--- config.mk ---
export PLATFORM = sky130hd
export DESIGN_NAME = address_averager
export DESIGN_NICKNAME = d
export VERILOG_FILES = /design/src/rtl/address_averager.sv
export SDC_FILE = /design/constraint.sdc
export NUM_CORES = 1
export LEC_CHECK = 0
export CAP_MARGIN = 40
export CORE_MARGIN = 2
export CORE_UTILIZATION = 55
export CTS_BUF_LIST = sky130_fd_sc_hd__clkbuf_4 sky130_fd_sc_hd__clkbuf_8 sky130_fd_sc_hd__clkbuf_16
export CTS_CLUSTER_SIZE = 10
export DETAILED_ROUTE_END_ITERATION = 16
export GPL_TIMING_DRIVEN = 1
export PLACE_DENSITY_LB_ADDON = 0.2
export RECOVER_POWER = 25
export SETUP_SLACK_MARGIN = 0.05
export SYNTH_ARGS = -nofsm -noshare
export SYNTH_HDL_FRONTEND = slang
export SYNTH_SLANG_ARGS = --single-unit
--- constraint.sdc ---
create_clock -name clk -period 6.9 [get_ports clk]
set_input_delay 1.38 -clock clk [delete_from_list [all_inputs] [get_ports clk]]
set_output_delay 1.38 -clock clk [all_outputs]
set_load 0.1 [all_outputs]
--- src/rtl/address_averager.sv ---
// Accumulates signed samples into a word-addressed BRAM over n_avg_min periods; read-modify-write, write 3 cycles after accept.
// No backpressure: samples are accepted whenever tvalid is high in RUN. ready marks a finished result.
// Optional ADDRESS_AVERAGER_FORWARD_EN forwards the two most recent writes so periods shorter than 4 words stay correct.
module address_averager #(
    parameter int WIDTH      = 8,
    parameter int DATA_WIDTH = 14,
    parameter int ACC_WIDTH  = 32
) (
    input  logic                  clk,
    input  logic                  rst_n,
    input  logic [WIDTH+1:0]      addr,
    input  logic                  tvalid,
    input  logic                  restart,
    input  logic [DATA_WIDTH-1:0] din,
    input  logic                  start,
    input  logic [31:0]           n_avg_min,
    output logic [WIDTH-1:0]      bram_raddr,
    input  logic [ACC_WIDTH-1:0]  bram_rdata,
    output logic                  bram_wen,
    output logic [WIDTH-1:0]      bram_waddr,
    output logic [ACC_WIDTH-1:0]  bram_wdata,
    output logic [31:0]           n_avg,
    output logic                  ready
);

    typedef enum logic [2:0] {IDLE, ARMED, RUN, DRAIN, DONE} state_t;

    state_t                state_q, state_d;
    logic [1:0]            drain_cnt_q, drain_cnt_d;
    logic [31:0]           n_avg_q, n_avg_d;
    logic                  first_q, first_d;
    logic                  s1_vld_q, s1_vld_d, s2_vld_q, s2_vld_d;
    logic [WIDTH-1:0]      s1_idx_q, s1_idx_d, s2_idx_q, s2_idx_d;
    logic [DATA_WIDTH-1:0] s1_din_q, s1_din_d, s2_din_q, s2_din_d;
    logic                  s1_first_q, s1_first_d, s2_first_q, s2_first_d;
    logic                  wen_q, wen_d;
    logic [WIDTH-1:0]      waddr_q, waddr_d;
    logic [ACC_WIDTH-1:0]  wdata_q, wdata_d;
`ifdef ADDRESS_AVERAGER_FORWARD_EN
    logic                  hold_vld_q, hold_vld_d;
    logic [WIDTH-1:0]      hold_idx_q, hold_idx_d;
    logic [ACC_WIDTH-1:0]  hold_dat_q, hold_dat_d;
`endif

    logic                  acc_vld;
    logic [31:0]           n_avg_inc;
    logic [31:0]           n_target;
    logic [ACC_WIDTH-1:0]  din_ext;
    logic [ACC_WIDTH-1:0]  operand;
    logic                  unused_addr_lsbs;

    assign bram_raddr       = addr[WIDTH+1:2];
    assign unused_addr_lsbs = ^addr[1:0];
    assign bram_wen         = wen_q;
    assign bram_waddr       = waddr_q;
    assign bram_wdata       = wdata_q;
    assign n_avg            = n_avg_q;
    assign ready            = (state_q == DONE);

    always_comb begin
        state_d     = state_q;
        drain_cnt_d = drain_cnt_q;
        n_avg_d     = n_avg_q;
        first_d     = first_q;
        acc_vld     = 1'b0;
        n_avg_inc   = (n_avg_q == '1) ? n_avg_q : n_avg_q + 32'd1;
        n_target    = (n_avg_min == '0) ? 32'd1 : n_avg_min;
        if (start) begin
            state_d     = ARMED;
            n_avg_d     = '0;
            first_d     = 1'b1;
            drain_cnt_d = '0;
        end else begin
            case (state_q)
                ARMED: begin
                    if (restart) begin
                        state_d = RUN;
                        first_d = 1'b1;
                        acc_vld = tvalid;
                    end
                end
                RUN: begin
                    if (restart) begin
                        n_avg_d = n_avg_inc;
                        first_d = 1'b0;
                        if (n_avg_inc >= n_target) begin
                            state_d     = DRAIN;
                            drain_cnt_d = '0;
                        end else begin
                            acc_vld = tvalid;
                        end
                    end else begin
                        acc_vld = tvalid;
                    end
                end
                DRAIN: begin
                    if (drain_cnt_q == 2'd2) state_d = DONE;
                    else drain_cnt_d = drain_cnt_q + 2'd1;
                end
                IDLE, DONE: ;
                default: state_d = IDLE;
            endcase
        end
    end

    always_comb begin
        s1_vld_d   = acc_vld;
        s1_idx_d   = bram_raddr;
        s1_din_d   = din;
        s1_first_d = first_d;
        s2_vld_d   = s1_vld_q;
        s2_idx_d   = s1_idx_q;
        s2_din_d   = s1_din_q;
        s2_first_d = s1_first_q;
        din_ext    = {{(ACC_WIDTH-DATA_WIDTH){s2_din_q[DATA_WIDTH-1]}}, s2_din_q};
        operand    = bram_rdata;
`ifdef ADDRESS_AVERAGER_FORWARD_EN
        // The read missed the write now on the port and the one just before it; newest wins.
        if (wen_q && (waddr_q == s2_idx_q))
            operand = wdata_q;
        else if (hold_vld_q && (hold_idx_q == s2_idx_q))
            operand = hold_dat_q;
        hold_vld_d = wen_q;
        hold_idx_d = waddr_q;
        hold_dat_d = wdata_q;
`endif
        wen_d   = s2_vld_q;
        waddr_d = s2_vld_q ? s2_idx_q : waddr_q;
        wdata_d = wdata_q;
        if (s2_vld_q) wdata_d = s2_first_q ? din_ext : operand + din_ext;
    end

    always_ff @(posedge clk or negedge rst_n) begin
        if (!rst_n) begin
            state_q     <= IDLE;
            drain_cnt_q <= '0;
            n_avg_q     <= '0;
            first_q     <= 1'b0;
            s1_vld_q    <= 1'b0;
            s1_idx_q    <= '0;
            s1_din_q    <= '0;
            s1_first_q  <= 1'b0;
            s2_vld_q    <= 1'b0;
            s2_idx_q    <= '0;
            s2_din_q    <= '0;
            s2_first_q  <= 1'b0;
            wen_q       <= 1'b0;
            waddr_q     <= '0;
            wdata_q     <= '0;
`ifdef ADDRESS_AVERAGER_FORWARD_EN
            hold_vld_q  <= 1'b0;
            hold_idx_q  <= '0;
            hold_dat_q  <= '0;
`endif
        end else begin
            state_q     <= state_d;
            drain_cnt_q <= drain_cnt_d;
            n_avg_q     <= n_avg_d;
            first_q     <= first_d;
            s1_vld_q    <= s1_vld_d;
            s1_idx_q    <= s1_idx_d;
            s1_din_q    <= s1_din_d;
            s1_first_q  <= s1_first_d;
            s2_vld_q    <= s2_vld_d;
            s2_idx_q    <= s2_idx_d;
            s2_din_q    <= s2_din_d;
            s2_first_q  <= s2_first_d;
            wen_q       <= wen_d;
            waddr_q     <= waddr_d;
            wdata_q     <= wdata_d;
`ifdef ADDRESS_AVERAGER_FORWARD_EN
            hold_vld_q  <= hold_vld_d;
            hold_idx_q  <= hold_idx_d;
            hold_dat_q  <= hold_dat_d;
`endif
        end
    end

endmodule

==> impl_summary.md, run 1 <==
Yosys
In the synthesized netlist the async set-or-reset flop fraction comes to 1.000. The unique cell type count in the Yosys netlist is 76. The average size of a mapped cell is between 9 and 10 um2.

Counting flops and latches in the post-synthesis netlist gives roughly 130. Of the synthesized area, sequential elements account for 0.3938. Yosys printed 0 warnings.

The flip-flop cell with the highest count after synthesis is dfrtp_1. In this run, synthesis inferred 0 flip-flops with an integrated enable. After synthesis the cells add up to 8008 um2.

The number of nets in the synthesized netlist is 1,008. Synthesis produced 849 cells.

Final layout
The count of filler cells inserted in the layout is 849. The most common cell after layout, fill and taps aside is clkdlybuf4s50_1. The number of nets in the finished design is 1,242. In the layout the commonest cells are clkdlybuf4s50_1, dfrtp_1, nor2_1.

Of the cells placed in the final design, the portion with a size suffix greater than 1 is 0.1487. Compared with the post-synthesis result, the final layout area differs by 46.98%.

Die
In this run the core area contains 44 standard-cell rows. From left edge to right edge, the die measures between 100 and 150 um. The count of pins on the block boundary is 175. The floorplan step defined a die boundary enclosing 15,540 um2.

The die is 124.7 um tall. The core outline area is 14,370 um2. The initial core utilization is 0.5573.

STA
The worst pin sits at a relative slew slack of -1.001. The worst setup skew after layout is about 0.010 ns. Subtracting the final worst setup slack from the clock period gives 4.370 ns.

Adding up every negative setup slack in the final design gives 0 ns. The final critical-path setup slack is roughly 2.5 ns. Setup repair after global routing left no endpoint under its margin.

The number of pins with negative max-slew slack in the final report is between 100 and 150. At the pin with the least slew margin, the transition time is 3.001 ns. The portion of the clock cycle consumed by the worst path in the final layout is 0.6334.

The hold violation count in the final report is 0. Setup violations remaining at the end of the flow were counted as 0. The timing-limited maximum frequency is 228.8 MHz.

Setup path
The required time of the worst setup path is 7.19 ns. The sort of element at the start of the critical path is a flop. The endpoint identified for the worst register-to-register timing path is state_q[0]. STA classifies the critical path endpoint as a flop. The path type of the worst setup path is flop to flop.

The worst register-to-register path begins at n_avg[4]. The logic depth of the worst register-to-register path is 17. The largest driver fanout on the critical path is 7. STA puts the critical path data arrival time at 4.66 ns. The worst setup slack for register-to-register paths is ~2.5 ns.

Pwr
Summed over all nets, the switching power comes to between 0.001 and 0.0015 W. The design draws 0.003150 W. The sequential fraction of design power is 0.279. VDD sags by at most 0.0001724 V.

In this run the static leakage power is around 5.4 nW. The share of total power dissipated in the clock network is 0.290. Of the total power, the share spent switching nets is 0.3974.

The design internal power is 0.001898 W. The cell area power density is 267.6 nW/um2. The share of total power dissipated in combinational logic is 0.430.

Placement
The number of port buffers is approximately 170. The setup slack after placement is 2.175 ns. At the end of routability-driven placement, the weighted congestion stood at 0.8776. Detailed placement ended at an HPWL of 15.98 mm.

Worst hold path
The min-delay analysis places its worst path in the category flop to flop. Counting instances, the worst hold path has a depth of 0. The worst hold path terminates at s2_din_q[3].

In this run the most critical hold path is launched from s1_din_q[3].

Status
The run finished, with violations left. The checks that failed: capacitance limit, slew limit.

Global route
The first-pass GRT wire length is roughly 37 mm. The via count of the first global-routing pass is 7,336. Entering global routing, the biggest net connects 68 pins. The aggregate global-route resource usage is 0.2902. The initial antenna violation count came to 3. The sum of overflow across all layers after global routing is 0.

CTS
The CTS H-tree depth is 4. The clock-pin slew on the worst setup and hold paths is around 0.060 ns. In this run the post-CTS setup repair buffer count came out at 0. Counting every sink on the clock net gives 126. The clock root buffer master is clkbuf_16. The number of buffers inserted by hold repair at cts is 0. TritonCTS built the clock tree. TritonCTS created 17 clock buffers. The insertion delay of the later-clocked pin in the worst-skew pair is 0.42 ns. The clock passes through at most 2 buffers. After clock tree synthesis, the repair step resized 0 gates.

Route
The mean number of vias per cell is 5.699. The first-pass iteration count of the detailed router is 5. Across all layers, the routed design uses ~7,300 vias. The post-detailed-routing wire length is 22.24 mm. The final routed DRC violation total is 0. For this block, the initial DRC count from the detailed router was 520. The remaining number of nets flagged by the antenna check after routing is 0. In the final routed layout, each cell accounts on average for 17.33 um.

Run
The max-capacitance violation count is 2.
## worst max-delay path by stage
stage	start	end	slack, ns
detailed placement	bram_rdata[0]	bram_wdata[30]	2.18
floorplan	n_avg[3]	state_q[0]	2.30
global route	n_avg[4]	state_q[0]	2.36
global placement	bram_rdata[0]	bram_wdata[30]	2.24
CTS	n_avg[4]	state_q[0]	2.56
finish	n_avg[4]	state_q[0]	2.53
## metal layers
metal / track usage / vias to the layer above / share of wire
li1: - / 3474 / -
met1: 0.3593 / 3541 / 0.41
met3: 0.05713 / 39 / 0.048
met5: 0 / - / 0
met4: 0.1051 / 0 / 0.025
met2: 0.5043 / 258 / 0.52
## synthesized netlist by cell type, types with 4 or more instances
cell type,n,area share
xnor2_1,36,0.039
o21bai_1,6,0.0056
nand4_1,18,0.014
buf_1,5,0.0023
nand3_1,16,0.010
o211ai_1,10,0.0094
nor4_1,9,0.0070
nor3_1,18,0.011
ha_1,65,0.10
nand2b_1,5,0.0039
clkbuf_1,22,0.010
and3_1,4,0.0031
and2_1,6,0.0047
dfrtp_1,126,0.39
nor2_1,88,0.041
nor2b_1,6,0.0047
a21o_1,39,0.037
mux2_2,14,0.020
buf_4,10,0.0094
a31oi_1,10,0.0078
a21oi_1,68,0.043
o21a_1,8,0.0075
xor2_1,40,0.044
or3_1,12,0.0094
o21ai_0,24,0.015
o221ai_1,5,0.0055
inv_1,51,0.024
buf_2,5,0.0031
nand2_1,57,0.027
## registers in the layout, indices dropped and copies added, names as in the netlist
| signal | cells |
|---|---|
| s2_din_q | 14 |
| n_avg | 32 |
| s1_first_q | 1 |
| state_q | 3 |
| bram_wdata | 32 |
| drain_cnt_q | 2 |
| s2_first_q | 1 |
| bram_waddr | 8 |
| s2_vld_q | 1 |
| s1_idx_q | 8 |
| s2_idx_q | 8 |
| s1_din_q | 14 |
| bram_wen | 1 |
| s1_vld_q | 1 |
## power by group through the flow
| stage | clock network, W | logic, W | registers (W) |
|---|---|---|---|
| 2_1_floorplan | 0 | 0.000260 | 0.00140 |
| 3_3_place_gp | 0 | 0.00105 | 0.000884 |
| 3_5_place_dp | 0 | 0.00135 | 0.000890 |
| 4_1_cts | 0.000923 | 0.00136 | 0.000880 |
| 5_1_grt | 0.000959 | 0.00141 | 0.000889 |
| 6_report | 0.000915 | 0.00136 | 0.000879 |
## logic make-up (layout without fill, tap and decap cells)
group / count (synthesis) / after routing / synth area share
other cells: 0 / 3 / 0
flops: 126 / 126 / 0.3937
xor+xnor: 76 / 76 / 0.08313
simple gates: 263 / 263 / 0.1686
mux: 16 / 16 / 0.02219
fa+ha+maj: 66 / 66 / 0.1041
compound gates: 206 / 206 / 0.1750
buf+inv: 96 / 343 / 0.05328
## worst max-delay path, stage by stage (launching register included)
cell,delay (ns)
dfrtp_1,0.51
nand4_2,0.17
or2_4,0.30
nor4_4,0.43
and2_1,0.34
nor2_1,0.12
nand2_1,0.12
nor2_1,0.06
xor2_1,0.14
ha_1,0.32
a21o_1,0.19
a221oi_1,0.25
o21ai_1,0.11
a41oi_1,0.27
o211ai_1,0.15
a31o_2,0.28
and2_1,0.16
or3_1,0.31
## cell type report
cell class,count,area [um2],area share
antenna,3,7.507,0.0006378
clock inverter,13,153.9,0.01308
clock buffer,19,446.7,0.03795
sequential,126,3154,0.2680
inverter,51,191.4,0.01626
tap,184,230.2,0.01956
multi-input combinational,627,4428,0.3762
timing repair buffer,260,3158,0.2683
## stage by stage
step,cells,util,instance area [um2],hold slack (ns)
floorplan,849,-,8008,0.3312
global placement,1165,0.6793,9761,0.3324
detailed placement,1248,0.7773,11170,0.3347
CTS,1280,0.8191,11770,0.3480
global route,1283,0.8191,11770,0.3484
finish,1283,0.8191,11770,0.3460
Power figures use the tool's default switching activity.
==> inputs of run 2 (changes only) <==
--- a/config.mk
+++ b/config.mk
@@ -7,7 +7,7 @@
 export LEC_CHECK = 0
 export CAP_MARGIN = 40
 export CORE_MARGIN = 2
-export CORE_UTILIZATION = 55
+export CORE_UTILIZATION = 47
 export CTS_BUF_LIST = sky130_fd_sc_hd__clkbuf_4 sky130_fd_sc_hd__clkbuf_8 sky130_fd_sc_hd__clkbuf_16
 export CTS_CLUSTER_SIZE = 10
 export DETAILED_ROUTE_END_ITERATION = 16
==> constraint.sdc (replaced) <==
create_clock -name clk -period 3.89 [get_ports clk]
set_input_delay 0.778 -clock clk [delete_from_list [all_inputs] [get_ports clk]]
set_output_delay 0.778 -clock clk [all_outputs]
set_load 0.1 [all_outputs]
==> impl_summary.md, run 2 (synthesized netlist as in run 1, its figures left out) <==
Die
From bottom edge to top edge, the die measures 134.5 um. The initial utilization of the core area, before any placement, comes to 0.4812. The die is 134.5 um wide. The die area is 18,100 um2. The count of pins on the block boundary is 175.

The row count is between 40 and 50. The total area inside the core boundary comes to 16,640 um2.

Global route
Global routing finished with a remaining overflow of 0. The first-pass GRT wire length is between 30 and 40 mm. The initial antenna violation count is 3.

The maximum number of pins on one net before global-route repair is 78. The via count of the first global-routing pass is between 7,000 and 8,000. The aggregate global-route resource usage is 0.2382.

STA
Setup repair after global routing could not meet its margin everywhere. The final period demand of the worst path is 3.756 ns. The hold violation count in the final report was 0.

On the final layout, the worst hold slack is 0.3466 ns. The relative slew slack is -0.2672. Setup violations remaining at the end of the flow were counted as 0. Between clock sinks in the finished design, the worst skew comes to 0.006676 ns. The portion of the clock cycle consumed by the worst path in the final layout is 0.9656. The number of pins with negative max-slew slack in the final report is 78. The slew of the pin with the lowest slew margin is 1.901 ns. The timing-limited maximum frequency is roughly 270 MHz.

Setup path
The required time of the worst setup path is 4.18 ns. The slowest stage of the critical path belongs to the cell dfrtp_4. On the worst path, the slowest cell contributes a delay of 0.45 ns. Broken down by cell family, the worst path's largest delay share belongs to simple AND/OR/NAND/NOR gates.

The sort of element at the start of the critical path is a flop. The path type of the worst setup path is flop to flop. Along the worst path, the maximum fanout reaches 8.

STA puts the critical path data arrival time at roughly 4.1 ns. The critical path buffer and inverter count is 2. The worst setup slack for register-to-register paths is around 0.13 ns. Traced cell by cell, the critical path runs through and4_4 > nand3_4 > nor4_4 > buf_4 > a31oi_4 > nand2b_4 > inv_2 > nand2_1 > xnor2_1 > ha_1 > a21o_1 > a21o_1 > a21oi_1 > o211ai_1 > a41oi_2 > o211ai_1 > a31o_2 > and2_4 > or3_1. STA classifies the critical path endpoint as a flop.

CTS
Counting along the longest clock path gives a buffer depth of 2. The insertion delay of the later-clocked pin in the worst-skew pair is 0.41 ns. TritonCTS built the clock tree.

The clock net in this run drives a total of around 130 sinks. The clock-pin slew on the worst setup and hold paths is 0.06 ns. Counting the buffers created by CTS gives 17. The clock root buffer master is clkbuf_16. The CTS H-tree depth is 4.

Final layout
Leaving out fill and tap cells, the most frequent cells in the layout are clkdlybuf4s50_1, dfrtp_1, nor2_1. The layout cell share with drive strength beyond 1 is 0.2018. The count of filler cells inserted in the layout is 1,234. The library cell used most frequently in the layout, excluding fill and tap cells, is clkdlybuf4s50_1.

From synthesis to final layout, the design area changed by 48.09%. The final layout contains 1,261 nets. For this run, the share of the core covered by cells in the final layout is 0.7126.

Run
The max-capacitance violation count is 1.

Route
For this run, design rule violations remaining after detail routing come to 0. The routed length on met2 is 10.28 mm. After detailed routing, the average wire length per cell comes to approximately 16 um. The mean number of vias per cell is 5.298. Detailed routing inserted a total of roughly 7,000 vias. The first-pass iteration count of the detailed router is 4. For this block, the initial DRC count from the detailed router was 336. The topmost layer with routed signal wires is met5. The routed design has 20.82 mm of wire.

The sum of routed wire segments on met1 is 9.259 mm. The remaining number of nets flagged by the antenna check after routing is 0. The total length of routed met3 wires is 915 um.

Pwr
The sequential fraction of design power is 0.286. Across the VDD grid, the largest voltage drop is approximately 0.00041 V. The switching power is between 0.002 and 0.0025 W.

The cell area power density is 459.1 nW/um2. The switching part of the total is 0.4015. The internal portion of the total power is 0.003258 W. Summed over all cells, the static leakage comes to 5.428 nW. The share of total power dissipated in combinational logic is 0.429. The share of total power dissipated in the clock network is 0.285.

Placement
The sum of net half-perimeters after detailed placement is 15.96 mm. Buffers placed on the I/O ports in this run total roughly 170. The last weighted congestion value of the routability-driven placer is 0.8913.

Status
The run finished, with violations left. The checks that failed: capacitance limit, slew limit.

Worst hold path
The worst hold path belongs to the class flop to flop.
==> run 2: cell count changes in the layout (fill, tap and decap cells not counted), sizes merged <==
cell / delta
clkinvlp: -1
buf: +30
clkbuf: -3
clkdlybuf4s50: -10
inv: +4
bufinv: -1
diode: -1
==> run 2: cell type report <==
class                      instances  area [um2]  share of cell area
tap                              220       275.3             0.02321
antenna                            2       5.005           0.0004220
clock buffer                      17       425.4             0.03587
sequential                       126        3211              0.2707
clock inverter                    15       151.4             0.01277
inverter                          51       191.4             0.01614
timing repair buffer             279        3148              0.2655
multi-input combinational        627        4452              0.3754
==> run 2: path summary, 6_finish.rpt <==
path / end / startpoint / cells past startpoint
worst min register to register: s2_vld_q / s1_vld_q / 0
min in group asynchronous: s1_idx_q[4] / rst_n / 1
worst max register to register: state_q[0] / n_avg[10] / 19
max in group asynchronous: n_avg[9] / rst_n / 1
worst min-delay path: s2_vld_q / s1_vld_q / 0
worst max-delay path: state_q[0] / n_avg[10] / 19
==> run 2: per-layer routing <==
metal  GRT usage  up-vias
met4     0.07193        2
met2      0.3963      191
li1            -     3508
met1      0.3163     3362
met3     0.04655       20
met5           0        -
==> run 2: timing repair <==
action,in CTS,in global routing
setup endpoints to repair,0,4
gates resized for setup,0,4
setup buffers,0,1
hold buffers,0,0
==> run 2: power groups by stage <==
stage                     Sequential, W  Clock, W  Combinational (W)
after floorplan                 0.00249         0           0.000461
after global placement          0.00158         0            0.00186
after detailed placement        0.00158         0            0.00234
after CTS                       0.00156   0.00158            0.00235
after global routing            0.00158   0.00166            0.00243
final                           0.00156   0.00155            0.00234
==> run 2: through the flow <==
stage	area [um2]	setup TNS, ns	instances	total power [W]	worst slack (ns)
finish	11860	0	1337	0.005445	0.1337
global route	11860	-0.07221	1337	0.005676	-0.07221
CTS	11840	0	1334	0.005494	0.07139
detailed placement	11260	-0.1943	1302	0.003926	-0.08235
global placement	10070	0	1230	0.003444	0.01153
floorplan	8079	-0.05705	849	0.002951	-0.05705
